[src/rtl/max7219_chain_ctrl.sv]
// Serial driver for a daisy-chain of MAX7219 devices: shifts one 16-bit word per
// device MSB-first on din/clk, then pulses load to latch the whole chain.
module max7219_chain_ctrl #(
   parameter int G_MATRIX_NB = 8,
   parameter int G_CLK_DIV   = 4
) (
   input  logic                      clk,
   input  logic                      rst,
   input  logic                      i_start,
   input  logic [16*G_MATRIX_NB-1:0] i_data,
   output logic                      o_busy,
   output logic                      o_done,
   output logic                      o_max7219_clk,
   output logic                      o_max7219_din,
   output logic                      o_max7219_load
);

   localparam int NBITS = 16 * G_MATRIX_NB;
   localparam int BIT_W = $clog2(NBITS);
   localparam int DIV_W = (G_CLK_DIV > 1) ? $clog2(G_CLK_DIV) : 1;
   localparam logic [DIV_W-1:0] DIV_LAST = DIV_W'(G_CLK_DIV - 1);
   localparam logic [BIT_W-1:0] BIT_LAST = BIT_W'(NBITS - 1);

   typedef enum logic [2:0] {IDLE, CLK_LOW, CLK_HIGH, TAIL_LOW, LOAD_HIGH} state_t;

   state_t             state, state_nx;
   logic [DIV_W-1:0]   div_cnt, div_nx;
   logic [BIT_W-1:0]   bit_cnt, bit_nx;
   logic [NBITS-1:0]   sreg, sreg_nx;
   logic               busy_nx, done_nx, mclk_nx, din_nx, load_nx;
   logic               phase_end;

   assign phase_end = (div_cnt == DIV_LAST);

   always_comb begin
      state_nx = state;
      div_nx   = div_cnt;
      bit_nx   = bit_cnt;
      sreg_nx  = sreg;
      case (state)
         // the o_done cycle is still the tail of the previous frame, so a start there is dropped
         IDLE: begin
            if (i_start && !o_done) begin
               state_nx = CLK_LOW;
               sreg_nx  = i_data;
               bit_nx   = BIT_LAST;
               div_nx   = '0;
            end
         end
         CLK_LOW: begin
            if (phase_end) begin
               state_nx = CLK_HIGH;
               div_nx   = '0;
            end else begin
               div_nx = div_cnt + 1'b1;
            end
         end
         CLK_HIGH: begin
            if (phase_end) begin
               div_nx = '0;
               if (bit_cnt == '0) begin
                  state_nx = TAIL_LOW;
               end else begin
                  state_nx = CLK_LOW;
                  bit_nx   = bit_cnt - 1'b1;
                  sreg_nx  = {sreg[NBITS-2:0], 1'b0};
               end
            end else begin
               div_nx = div_cnt + 1'b1;
            end
         end
         TAIL_LOW: begin
            if (phase_end) begin
               state_nx = LOAD_HIGH;
               div_nx   = '0;
            end else begin
               div_nx = div_cnt + 1'b1;
            end
         end
         LOAD_HIGH: begin
            if (phase_end) begin
               state_nx = IDLE;
               div_nx   = '0;
            end else begin
               div_nx = div_cnt + 1'b1;
            end
         end
         default: state_nx = IDLE;
      endcase

      // outputs are decoded from the next state so the registered pins line up with it
      busy_nx = (state_nx != IDLE);
      done_nx = (state == LOAD_HIGH) && (state_nx == IDLE);
      mclk_nx = (state_nx == CLK_HIGH);
      din_nx  = ((state_nx == CLK_LOW) || (state_nx == CLK_HIGH)) ? sreg_nx[NBITS-1] : 1'b0;
      load_nx = (state_nx == LOAD_HIGH);
   end

   always_ff @(posedge clk) begin
      if (rst) begin
         state          <= IDLE;
         div_cnt        <= '0;
         bit_cnt        <= '0;
         o_busy         <= 1'b0;
         o_done         <= 1'b0;
         o_max7219_clk  <= 1'b0;
         o_max7219_din  <= 1'b0;
         o_max7219_load <= 1'b0;
      end else begin
         state          <= state_nx;
         div_cnt        <= div_nx;
         bit_cnt        <= bit_nx;
         o_busy         <= busy_nx;
         o_done         <= done_nx;
         o_max7219_clk  <= mclk_nx;
         o_max7219_din  <= din_nx;
         o_max7219_load <= load_nx;
      end
   end

   always_ff @(posedge clk) begin
      sreg <= sreg_nx;
   end

endmodule

[config.mk]
export PLATFORM = sky130hd
export DESIGN_NAME = max7219_chain_ctrl
export DESIGN_NICKNAME = d
export VERILOG_FILES = /design/src/rtl/max7219_chain_ctrl.sv
export SDC_FILE = /design/constraint.sdc
export NUM_CORES = 1
export LEC_CHECK = 0
export ABC_CLOCK_PERIOD_IN_PS = 7300
export CAP_MARGIN = 20
export CORE_UTILIZATION = 25
export DETAILED_ROUTE_END_ITERATION = 12
export PLACE_DENSITY = 0.46
export SYNTH_ARGS = -nofsm -noshare
export SYNTH_HDL_FRONTEND = slang
export SYNTH_SLANG_ARGS = --single-unit
export TNS_END_PERCENT = 30
[constraint.sdc]
create_clock -name clk -period 7.3 [get_ports clk]
set_clock_uncertainty 0.15 [all_clocks]
set_input_delay 1.095 -clock clk [delete_from_list [all_inputs] [get_ports clk]]
set_output_delay 1.095 -clock clk [all_outputs]
set_load 0.05 [all_outputs]
==> qor.yml, run 1 <==
outcome:
  status: "completed"
yosys:
  synth.avg_cell_area_um2: 15.45
  syn_area_um2: 5962
  synthesis.nets: 520
  ys_seq_elements: 145
  synth_edf_count: 127
  yosysWarnings: 0
  ys_seq_area_share_pct: 70.01
  async_flop_share_pct: 0
  netlist_instances: 386
  post_synth_num_cell_types: 45
  synth_ff_type: "edfxtp_1"
min_path:
  hold_class: "flop to flop"
clock_tree:
  cts_root_buf: "clkbuf_16"
  clkTransAtPathRegs_ns: 0.06
  clock_latency_ns: 0.41
  postCtsResizedCells: 0
  clock-sinks: 145
  post_cts_buffers: 0
  cts_tree: "yes"
  htreeDepth: 4
  hold_buffers: 0
  cts_buffer_depth: 2
  numCtsBuffers: 17
place:
  port_buffers: 135
  gp_congestion: 0.7534
  dpl.cell_count: 806
  dp_hpwl_mm: 8.702
global_routing:
  grt_pass1_vias: 3974
  grt_pass1_wl_mm: 21.99
  antenna_found_initial: 0
  grt_usage_pct: 11.91
  grt_max_degree: 83
  overflow: 0
final_layout:
  drive_above_1_share_pct: 7.308
  layout_common_cells: "clkdlybuf4s50_1, edfxtp_1, a22o_1"
  fin_util_pct: 34.97
  nNetsFinal: 641
  stdcell_count: 839
  n_antenna_cell: 0
  syn_to_final_growth_pct: 37.27
  mostFrequentLayoutCell: "clkdlybuf4s50_1"
timing:
  fin_crit_ns: 3.926
  hold_viol: 0
  worst_pin_slew_ns: 0.9110
  max_freq_mhz: 254.7
  slew_headroom_pct: 39.26
  rsz0062_at_grt: "no"
  slew_violations: 0
  finalSetupViolCount: 0
  fin_setup_tns_ns: 0
  fin_crit_sh_pct: 53.78
floorplan:
  ioPinCount: 136
  core.rowCount: 56
  die_y_um: 156.4
  start_util_pct: 25.48
  coreArea_um2: 23400
  die_w_um: 156.4
  dieArea_um2: 24470
drt:
  drtAntennaViolNets: 0
  post_drt_wl_per_cell_um: 16.92
  drtIter0Drc: 284
  via_per_inst: 4.636
  drt_first_pass_iters: 5
  drcViolationCount: 0
  wirelength_mm: 14.20
  routed-via-count: 3890
critical_path:
  startpoint_type: "input port"
  required_ns: 7.18
  arrival_ns: 3.81
  cp-end-kind: "flop"
  path_max_fanout: 66
  criticalPathCategory: "input port to flop"
power:
  p_leak_nw: 2.902
  powerDensity_nw_per_um2: 249.0
  ir_worst_vdd_uv: 132.3
  report.power.total_mw: 2.038
run:
  maxCapViolCount: 0
## cells in the mapped netlist (4+ instances only)
cell,instances,share of area [%]
a21oi_1,9,0.76
edfxtp_1,127,64
buf_2,9,0.76
inv_1,5,0.31
a22o_1,126,19
nor3_1,4,0.34
clkbuf_1,23,1.4
nor2_1,5,0.31
nand2_1,5,0.31
dfxtp_1,18,6.0
o21ai_0,5,0.42
## worst max-delay path, cell delays in order
cell	delay, ns
clkdlybuf4s50_1	0.49
nor3b_1	0.39
nand2_1	0.28
nand2b_4	0.73
buf_4	0.79
## cells by family after synthesis
logic type                 synth area share [%]
adders and majority gates                0.6297
and+or+nand+nor                           3.757
AOI/OAI and AO/OA                         21.81
xor gates and xnor gates                 0.5877
DFF                                       70.01
buffers and inverters                     3.211
## worst paths after layout
path / slack (ns) / cells after the start / startpoint / end
worst max-delay path: 3.37 / 5 / i_start / sreg[61]
worst min register to register: 0.34 / 2 / bit_cnt[6] / bit_cnt[6]
worst max register to register: 3.60 / 5 / div_cnt[0] / sreg[61]
worst min-delay path: 0.34 / 2 / bit_cnt[6] / bit_cnt[6]
## layer usage
metal  GRT usage [%]  vias up  share of wire [%]
met4           3.221        0               0.82
met1           16.48     1942                 47
met2           17.96      100                 46
met3           3.572        9                6.2
li1                -     1839                  -
met5               0        -                  0
## power breakdown
part	switching [mW]	total (mW)	internal, mW
clock network	0.343	0.878	0.536
registers	0.0207	0.986	0.965
logic	0.0756	0.174	0.0981
## registers in the layout, summed over array words and instances (netlist names)
register	cells
bit_cnt	7
div_cnt	2
o_done	1
o_max7219_load	1
o_max7219_clk	1
o_busy	1
sreg	128
o_max7219_din	1
state	3
## stage by stage
step           hold slack (ns)  instance area (µm²)  setup slack (ns)
2_1_floorplan           0.3032                 5962             2.137
3_3_place_gp            0.3173                 7574             2.875
3_5_place_dp            0.3291                 7574             2.730
4_1_cts                 0.3430                 8164             2.745
5_1_grt                 0.3875                 8184             3.067
6_report                0.3427                 8184             3.374
## final cells by class
| cell class | instances | area, µm² |
|---|---|---|
| clock buffers | 18 | 429.2 |
| clock inverters | 14 | 161.4 |
| fillers | 2310 | 15220 |
| inverters | 5 | 18.77 |
| multi-input cells | 199 | 1608 |
| flip-flops and latches | 145 | 4174 |
| well taps | 319 | 399.1 |
| repair buffers | 139 | 1394 |
(Power assumes the default switching activity.)
==> inputs of run 2 (changes only) <==
--- a/config.mk
+++ b/config.mk
@@ -5,7 +5,7 @@
 export SDC_FILE = /design/constraint.sdc
 export NUM_CORES = 1
 export LEC_CHECK = 0
-export ABC_CLOCK_PERIOD_IN_PS = 7300
+export ABC_CLOCK_PERIOD_IN_PS = 3700
 export CAP_MARGIN = 20
 export CORE_UTILIZATION = 25
 export DETAILED_ROUTE_END_ITERATION = 12
==> constraint.sdc (replaced) <==
create_clock -name clk -period 3.7 [get_ports clk]
set_clock_uncertainty 0.15 [all_clocks]
set_input_delay 0.555 -clock clk [delete_from_list [all_inputs] [get_ports clk]]
set_output_delay 0.555 -clock clk [all_outputs]
set_load 0.05 [all_outputs]
==> run 2 against run 1 <==
  * Die area unchanged
  * Critical path type is now flop to flop
  * First-iteration DRC count decreased by 5.6%
  * Register-to-register slack worse by 2.7 ns
  * Final area is 0.31% higher
  * Non-clock buffer count rose by 1
  * Global-route usage grew 0.22 points
  * Via count grew 1.2%
  * Largest power group unchanged
  * Critical path depth rose by 1
  * Total power is 95% higher
==> qor.yml, run 2 (synthesis results as in run 1) <==
drt:
  post_drt_wl_per_cell_um: 17.13  # +1.3%
  drcViolationCount: 0  # unchanged
  drtAntennaViolNets: 0  # unchanged
  routed-via-count: 3938  # +1.2%
  via_per_inst: 4.688  # +1.1%
  drtIter0Drc: 268  # -5.6%
  drt_first_pass_iters: 4  # -1
  wirelength_mm: 14.39  # +1.4%
final_layout:
  reg_top3: "sreg: 128 flops, bit_cnt: 7 flops, state: 3 flops"
  n_antenna_cell: 0  # unchanged
  largest_reg_flops: 128  # unchanged
  drive_above_1_share_pct: 7.294  # -0.014 points
  nNetsFinal: 642  # +0.16%
  mostFrequentLayoutCell: "clkdlybuf4s50_1"
  regMostFlops: "sreg"
  fillerInstances: 2264  # -2.0%
  syn_to_final_growth_pct: 37.69
  fin_util_pct: 35.08  # +0.11 points
  layout_common_cells: "clkdlybuf4s50_1, edfxtp_1, a22o_1"
clock_tree:
  clkTransAtPathRegs_ns: 0.06  # about the same
  cts_tree: "yes"
  hold_buffers: 0  # unchanged
  clock-sinks: 145  # unchanged
  clock_latency_ns: 0.42  # about the same
  numCtsBuffers: 17  # unchanged
  htreeDepth: 4  # unchanged
  postCtsResizedCells: 0  # unchanged
  post_cts_buffers: 0  # unchanged
  cts_buffer_depth: 2  # unchanged
  cts_root_buf: "clkbuf_16"
timing:
  finalSetupViolCount: 0  # unchanged
  fin_crit_ns: 2.844
  fin_crit_sh_pct: 76.87
  slew_violations: 0  # unchanged
  slew_headroom_pct: 53.50  # +14 points
  max_freq_mhz: 351.6
  fin_setup_tns_ns: 0  # unchanged
  hold_viol: 0  # unchanged
  worst_pin_slew_ns: 0.6954  # -0.2157 ns
  rsz0062_at_grt: "no"
floorplan:
  ioPinCount: 136  # unchanged
  die_w_um: 156.4  # unchanged
  die_y_um: 156.4  # unchanged
  start_util_pct: 25.48  # unchanged
  dieArea_um2: 24470  # unchanged
  coreArea_um2: 23400  # unchanged
  core.rowCount: 56  # unchanged
global_routing:
  grt_pass1_wl_mm: 22.20  # +0.94%
  grt_pass1_vias: 4012  # +0.96%
  grt_usage_pct: 12.13  # +0.22 points
  grt_max_degree: 134  # +61%
  antenna_found_initial: 0  # unchanged
  overflow: 0  # unchanged
run:
  maxCapViolCount: 0  # unchanged
critical_path:
  required_ns: 3.86  # -3.32 ns
  cp-end-kind: "flop"
  path_max_fanout: 133  # +100%
  startpoint_type: "flop"
  criticalPathCategory: "flop to flop"
  arrival_ns: 3.01  # -0.80 ns
place:
  gp_congestion: 0.7353  # -2.4%
  port_buffers: 135  # unchanged
  dp_hpwl_mm: 8.561  # -1.6%
power:
  ir_worst_vdd_uv: 260.3  # +97%
  powerDensity_nw_per_um2: 485.4  # +95%
  p_leak_nw: 2.902  # about the same
min_path:
  hold_class: "flop to flop"
outcome:
  status: "completed"
==> run 2: cell count changes in the layout (fill, tap and decap cells not counted), sizes merged <==
cell,delta
clkbuf,+2
clkinv,-2
bufinv,-1
buf,+1
clkinvlp,+1
==> run 2: area by class of cell <==
type,instances,area (µm²),share of cell area [%]
multi-input combinational,199,1608,19.59
timing repair buffer,140,1439,17.53
tap,319,399.1,4.862
sequential,145,4174,50.85
clock inverter,12,133.9,1.631
inverter,5,18.77,0.2286
clock buffer,20,436.7,5.319
==> run 2: critical path, stage by stage, from the launching register on <==
cell	delay, ns
dfxtp_1	0.34
ha_1	0.34
nor4bb_1	0.60
o31a_2	0.31
buf_12	0.46
a22oi_1	0.23
a2111oi_2	0.31
==> run 2: worst paths after layout <==
| kind | startpoint | to | slack, ns | cells after the start |
|---|---|---|---|---|
| max | div_cnt[0] | o_max7219_din | 0.86 | 6 |
| min | div_cnt[0] | div_cnt[0] | 0.36 | 2 |
| max reg2reg | div_cnt[0] | o_max7219_din | 0.86 | 6 |
| min reg2reg | div_cnt[0] | div_cnt[0] | 0.36 | 2 |
==> run 2: metal layers <==
metal  vias to the layer above  global-route usage [%]  share of wire [%]  routed length (µm)
met1                      1989                   15.89                 46                6673
met4                         0                   4.062               0.94                 135
li1                       1842                       -                  -                   -
met5                         -                       0                  0                   0
met3                        10                   3.960                5.3                 769
met2                        97                   18.77                 47                6815
==> run 2: report_power, final <==
group	switching, mW	total, mW	internal, mW	leakage (nW)
sequential	0.0421	1.95	1.90	1.40
clock	0.691	1.69	0.995	0.265
combinational	0.151	0.353	0.202	1.24
total	0.885	3.98	3.10	2.90
==> run 2: through the flow <==
stage,worst slack [ns],hold slack (ns),instances,total power [mW],area (µm²)
after floorplan,0.08244,0.3032,386,2.125,5964
after global placement,0.7530,0.3146,808,2.330,7639
after detailed placement,0.7161,0.3337,808,2.333,7639
after CTS,0.8207,0.3606,840,4.048,8209
after global routing,0.5495,0.3945,840,4.147,8209
final,0.8557,0.3582,840,3.984,8209
